<file path="src/rtl/bcd_pkg.sv">
`default_nettype none
// ============================================================================
// Module      : bcd_pkg
// Description : Shared constants and helpers for the digit-serial BCD adder:
//               FSM state encoding, BCD digit width/limit, counter sizing.
// Revision    : 1.0 - initial release
// ============================================================================
package bcd_pkg;

    // FSM state encoding
    localparam int          STATE_W = 2;
    localparam logic [1:0]  ST_IDLE = 2'd0;
    localparam logic [1:0]  ST_RUN  = 2'd1;
    localparam logic [1:0]  ST_DONE = 2'd2;

    // BCD digit properties
    localparam int          BCD_DIGIT_W = 4;
    localparam logic [3:0]  BCD_MAX     = 4'd9;

    // Bits needed to count 0..n-1, never less than one bit
    function automatic int clog2_min1(input int n);
        int w;
        w = 1;
        while ((1 << w) < n) begin
            w = w + 1;
        end
        return w;
    endfunction

endpackage
`default_nettype wire

</file>
<file path="src/rtl/bcd_adder.sv">
`default_nettype none
// ============================================================================
// Module      : bcd_adder
// Description : Single-digit BCD adder slice: s/Cout = a + b + Cin with
//               decimal correction when the binary sum exceeds nine.
// Revision    : 1.0 - initial release
// ============================================================================
module bcd_adder
    import bcd_pkg::*;
(
    input  logic [3:0] a,
    input  logic [3:0] b,
    input  logic       Cin,
    output logic [3:0] s,
    output logic       Cout
);

    logic [4:0] w_bin;

    assign w_bin = {1'b0, a} + {1'b0, b} + {4'b0000, Cin};

    // Add six to wrap a binary result above nine back into BCD range
    always_comb begin
        s    = w_bin[3:0];
        Cout = 1'b0;
        if (w_bin > {1'b0, BCD_MAX}) begin
            s    = w_bin[3:0] + 4'd6;
            Cout = 1'b1;
        end
    end

endmodule
`default_nettype wire

</file>
<file path="src/rtl/bcd_serial_adder.sv">
`default_nettype none
// ============================================================================
// Module      : bcd_serial_adder
// Description : Digit-serial packed-BCD adder. Operands are accepted over a
//               valid/ready handshake, summed one digit per clock (LSD first)
//               through a single bcd_adder slice, and the result is returned
//               over a second valid/ready handshake.
// Revision    : 1.0 - initial release
// ============================================================================
module bcd_serial_adder
    import bcd_pkg::*;
#(
    parameter int NUM_DIGITS = 4
) (
    input  logic                      clk,
    input  logic                      rst_n,
    input  logic                      in_valid,
    output logic                      in_ready,
    input  logic [4*NUM_DIGITS-1:0]   a,
    input  logic [4*NUM_DIGITS-1:0]   b,
    input  logic                      cin,
    output logic                      out_valid,
    input  logic                      out_ready,
    output logic [4*NUM_DIGITS-1:0]   sum,
    output logic                      cout,
    output logic                      err
);

    localparam int DW    = BCD_DIGIT_W * NUM_DIGITS;
    localparam int CNT_W = clog2_min1(NUM_DIGITS);
    localparam logic [CNT_W-1:0] c_LAST_CNT = CNT_W'(NUM_DIGITS - 1);

    logic [STATE_W-1:0] r_state;
    logic [STATE_W-1:0] w_next_state;
    logic               r_rdy_en;
    logic [DW-1:0]      r_a;
    logic [DW-1:0]      r_b;
    logic [DW-1:0]      r_sum;
    logic               r_carry;
    logic               r_cout;
    logic               r_err;
    logic [CNT_W-1:0]   r_cnt;

    logic [3:0]         w_a_dig;
    logic [3:0]         w_b_dig;
    logic [3:0]         w_s;
    logic               w_cout;
    logic               w_accept;
    logic               w_last;
    logic               w_dig_bad;
    logic [DW+3:0]      w_sum_shift;

    assign w_a_dig     = r_a[3:0];
    assign w_b_dig     = r_b[3:0];
    assign w_accept    = (r_state == ST_IDLE) && r_rdy_en && in_valid;
    assign w_last      = (r_cnt == c_LAST_CNT);
    assign w_dig_bad   = (w_a_dig > BCD_MAX) || (w_b_dig > BCD_MAX);
    // New digit enters at the top; shifting the concatenation keeps this
    // legal even when the sum register is a single digit wide
    assign w_sum_shift = {w_s, r_sum} >> BCD_DIGIT_W;

    bcd_adder u_bcd_adder (
        .a    (w_a_dig),
        .b    (w_b_dig),
        .Cin  (r_carry),
        .s    (w_s),
        .Cout (w_cout)
    );

    // State register; r_rdy_en keeps in_ready low until the first edge after reset
    always_ff @(posedge clk or negedge rst_n) begin
        if (!rst_n) begin
            r_state  <= ST_IDLE;
            r_rdy_en <= 1'b0;
        end else begin
            r_state  <= w_next_state;
            r_rdy_en <= 1'b1;
        end
    end

    // Next-state logic: IDLE -> RUN on accept, RUN -> DONE on last digit, DONE -> IDLE on handoff
    always_comb begin
        w_next_state = r_state;
        case (r_state)
            ST_IDLE: if (w_accept)  w_next_state = ST_RUN;
            ST_RUN:  if (w_last)    w_next_state = ST_DONE;
            ST_DONE: if (out_ready) w_next_state = ST_IDLE;
            default:                w_next_state = ST_IDLE;
        endcase
    end

    // Handshake outputs decoded purely from registered state
    always_comb begin
        in_ready  = (r_state == ST_IDLE) && r_rdy_en;
        out_valid = (r_state == ST_DONE);
    end

    // Datapath: operand capture, digit-serial shift/add, carry and error tracking
    always_ff @(posedge clk or negedge rst_n) begin
        if (!rst_n) begin
            r_a     <= '0;
            r_b     <= '0;
            r_sum   <= '0;
            r_carry <= 1'b0;
            r_cout  <= 1'b0;
            r_err   <= 1'b0;
            r_cnt   <= '0;
        end else begin
            if (w_accept) begin
                r_a     <= a;
                r_b     <= b;
                r_carry <= cin;
                r_err   <= 1'b0;
                r_cnt   <= '0;
            end else if (r_state == ST_RUN) begin
                r_a     <= r_a >> BCD_DIGIT_W;
                r_b     <= r_b >> BCD_DIGIT_W;
                r_sum   <= w_sum_shift[DW-1:0];
                r_carry <= w_cout;
                r_err   <= r_err | w_dig_bad;
                r_cnt   <= r_cnt + 1'b1;
                if (w_last) begin
                    r_cout <= w_cout;
                end
            end
        end
    end

    assign sum  = r_sum;
    assign cout = r_cout;
    assign err  = r_err;

endmodule
`default_nettype wire

</file>
<file path="config.mk">
export PLATFORM = sky130hd
export DESIGN_NAME = bcd_serial_adder
export DESIGN_NICKNAME = d
export VERILOG_FILES = /design/src/rtl/bcd_pkg.sv /design/src/rtl/bcd_adder.sv /design/src/rtl/bcd_serial_adder.sv
export SDC_FILE = /design/constraint.sdc
export NUM_CORES = 1
export LEC_CHECK = 0
export ABC_CLOCK_PERIOD_IN_PS = 2500
export BUFFER_PORTS_ARGS = -buffer_cell sky130_fd_sc_hd__buf_2
export CAP_MARGIN = 20
export CORE_MARGIN = 5
export CORE_UTILIZATION = 49
export DETAILED_ROUTE_END_ITERATION = 10
export GPL_TIMING_DRIVEN = 0
export PLACE_DENSITY_LB_ADDON = 0.3
export SYNTH_ARGS = -nofsm -noshare
export SYNTH_HDL_FRONTEND = slang
export SYNTH_HIERARCHICAL = 1
export SYNTH_SLANG_ARGS = --single-unit
export TNS_END_PERCENT = 20
</file>
<file path="constraint.sdc">
create_clock -name clk -period 2.5 [get_ports clk]
set_input_delay 0.375 -clock clk [delete_from_list [all_inputs] [get_ports clk]]
set_output_delay 0.375 -clock clk [all_outputs]
set_load 0.05 [all_outputs]
</file>
==> results_dict.tcl <==
set metrics [dict create \
    p_int_uw 2655 \
    drt-pass1-iter-count 4 \
    required_ns 2.75 \
    antenna_cells 0 \
    synth_edf_count 0 \
    dp_hpwl_um 4001 \
    start_util 0.4956 \
    clockBufferDepth 2 \
    critPathBufInv 0 \
    finalNetCount 373 \
    dpl.cell_count 394 \
    ios 57 \
    final_max_slew_viol_count 0 \
    grt_setup_unrepaired "true" \
    end_kind "flop" \
    synth_fp_nets 309 \
    synth_area_mm2 0.002679 \
    mostFrequentLayoutCells "95 x nand2_1, 58 x buf_2, 56 x dfrtp_1" \
    placement_rows 27 \
    instances_no_fill 402 \
    yosys_warnings 6 \
    first_iter_violations 98 \
    grt_use_total 0.1667 \
    start_kind "flop" \
    hold_path.class "in2async" \
    numCtsBuffers 5 \
    async_reset_ff_frac 1.000 \
    final_common_cell "nand2_1" \
    slew_headroom 0.6582 \
    vias_per_cell 4.993 \
    cp_data_arrival_time_ns 2.75 \
    wl_per_cell_um 13.85 \
    ir_worst_vdd_v 0.0006607 \
    final_core_util 0.5940 \
    cp_slowest_cell "dfrtp_1" \
    switching_share 0.4535 \
    cts_tree "built" \
    leakagePower_uw 0.001652 \
    p_per_area_mw_per_mm2 1513 \
    max_freq_mhz 400.3 \
    fin_skew_ns 0.004982 \
    grt_pass1_wl_um 9556 \
    setup_viol 0 \
    clk_pin_slew_worst_paths_ns 0.10 \
    dpl_cell_area_mm2 0.003069 \
    drc 0 \
    min_period_ns 2.498 \
    cap_violations 0 \
    h-tree-depth 2 \
    yosys_most_used_dff "dfrtp_1" \
    clock_latency_ns 0.30 \
    cts_setup_buffers 0 \
    seqPwrFrac 0.314 \
    gp_routability_congestion 0.7487 \
    grt_start_max_net_pins 36 \
    grt_pass1_vias 2026 \
    netlist-cell-type-count 33 \
    drive_gt1_frac 0.2939 \
    fin_crit_sh 0.9994 \
    synth_cells 265 \
    cts_root_buffer "clkbuf_8" \
    numClockSinks 56 \
    ant_nets 0 \
    yosysTopAreaCell "dfrtp_1" \
    worst_pin_slew_ns 0.5127 \
    yosysSeqAreaShare 0.5231 \
    die_w_um 83.94 \
    hold_viol 0 \
    p_sw_uw 2204 \
    syn_area_per_cell_um2 10.11 \
    netlist_top_cells_area "dfrtp_1 52%, nand2_1 13%, mux2i_1 9.7%" \
    path_delay_family "adder cells" \
    p_comb_frac 0.581 \
    area_delta_synth_final_pct 19.85 \
    coreArea_mm2 0.005405 \
    dieArea_mm2 0.007046 \
    crit_fanout 4 \
    port_buffers 56 \
    cp_cell_sequence "fa_2 > fa_2 > xnor2_4 > ha_4 > a31o_4 > o31ai_4 > mux2i_1 > nand2_1 > nand2_1" \
    synth_top_cell_area_share 0.5231 \
    final_area_mm2 0.003211 \
    status "completed" \
    ys_seq_elements 56 \
    worstSetupPathType "reg2reg" \
    via_count 2007 \
    antenna_found_initial 0 \
    slowest_delay_ns 0.41 \
    die_y_um 83.94 \
    totalWireLength_um 5566 \
    r2r_slack_ns 0.002 \
    grt_overflow 0 \
    power_frac_clock 0.105 \
]
## state kept, by name, indices dropped and copies added, names as in the netlist
| name | flops |
|---|---|
| sum | 16 |
| r_b | 16 |
| err | 1 |
| r_a | 16 |
| r_cnt | 2 |
| r_state | 2 |
| r_rdy_en | 1 |
| r_carry | 1 |
| cout | 1 |
## per-stage QoR
step | hold slack, ns | power (uW) | setup slack [ns] | TNS [ns]
CTS | 0.05006 | 4857 | -0.05567 | -0.05567
detailed placement | 0.3824 | 4118 | -0.1928 | -0.4569
floorplan | 0.07941 | 3542 | 0.005215 | 0
global route | 0.06358 | 5238 | -0.1292 | -0.2877
global placement | 0.4531 | 4040 | -0.1359 | -0.3233
finish | 0.02848 | 4859 | 0.001577 | 0
## kinds of logic (layout without fill, tap and decap cells)
| logic type | Yosys count | count (layout) | synth area share |
|---|---|---|---|
| simple gates | 105 | 105 | 0.1569 |
| flops | 56 | 56 | 0.5231 |
| compound gates | 47 | 47 | 0.1112 |
| mux | 27 | 27 | 0.1014 |
| buf+inv | 19 | 84 | 0.05792 |
| fa+ha+maj | 7 | 7 | 0.03830 |
| xor+xnor | 3 | 3 | 0.009810 |
| other cells | 1 | 1 | 0.001400 |
## final timing paths
kind | depth (start not counted) | to | from
hold / removal | 1 | sum[4] | rst_n
setup / recovery | 9 | sum[14] | r_carry
max in group asynchronous | 2 | r_b[3] | rst_n
hold reg to reg | 2 | sum[1] | sum[1]
setup reg to reg | 9 | sum[14] | r_carry
min in group clk | 3 | r_b[13] | b[13]
## power by group through the flow
stage	Combinational [uW]	Sequential, uW	Clock (uW)
after global placement	2510	1530	0
after global routing	3090	1580	564
after CTS	2800	1530	524
after floorplan	1620	1930	0
final	2820	1530	512
after detailed placement	2570	1550	0
## cell type report
| type | instances | area (um2) |
|---|---|---|
| plain buffers | 17 | 147.6 |
| clock buffers | 8 | 90.09 |
| fillers | 494 | 2195 |
| inverters | 2 | 7.507 |
| multi-input cells | 190 | 1174 |
| flip-flops and latches | 56 | 1401 |
| well taps | 72 | 90.09 |
| repair buffers | 57 | 300.3 |
## synth_stat cells (all sizes together) (2+ instances only)
cell and count:
a21o 2, nand2b 2, buf 15, a21oi 4
clkbuf 2, mux2i 26, inv 2, o31ai 2
o21ai 35, nor2b 3, dfrtp 56, xnor2 3
fa 2, ha 5, nand2 95
## repair_timing
item / CTS / global route
gates cloned: 0 / 0
setup endpoints to repair: 5 / 5
hold buffers: 0 / 0
hold endpoints to repair: 0 / 0
pin swaps: 2 / 1
resized for setup: 10 / 1
## per-layer routing
| metal | routed length [um] | track usage |
|---|---|---|
| met1 | 2524 | 0.2101 |
| met2 | 2715 | 0.2885 |
| met3 | 257 | 0.03455 |
| met4 | 68 | 0.04825 |
| met5 | 0 | 0 |
No activity file was read; power rests on OpenSTA's default activity.
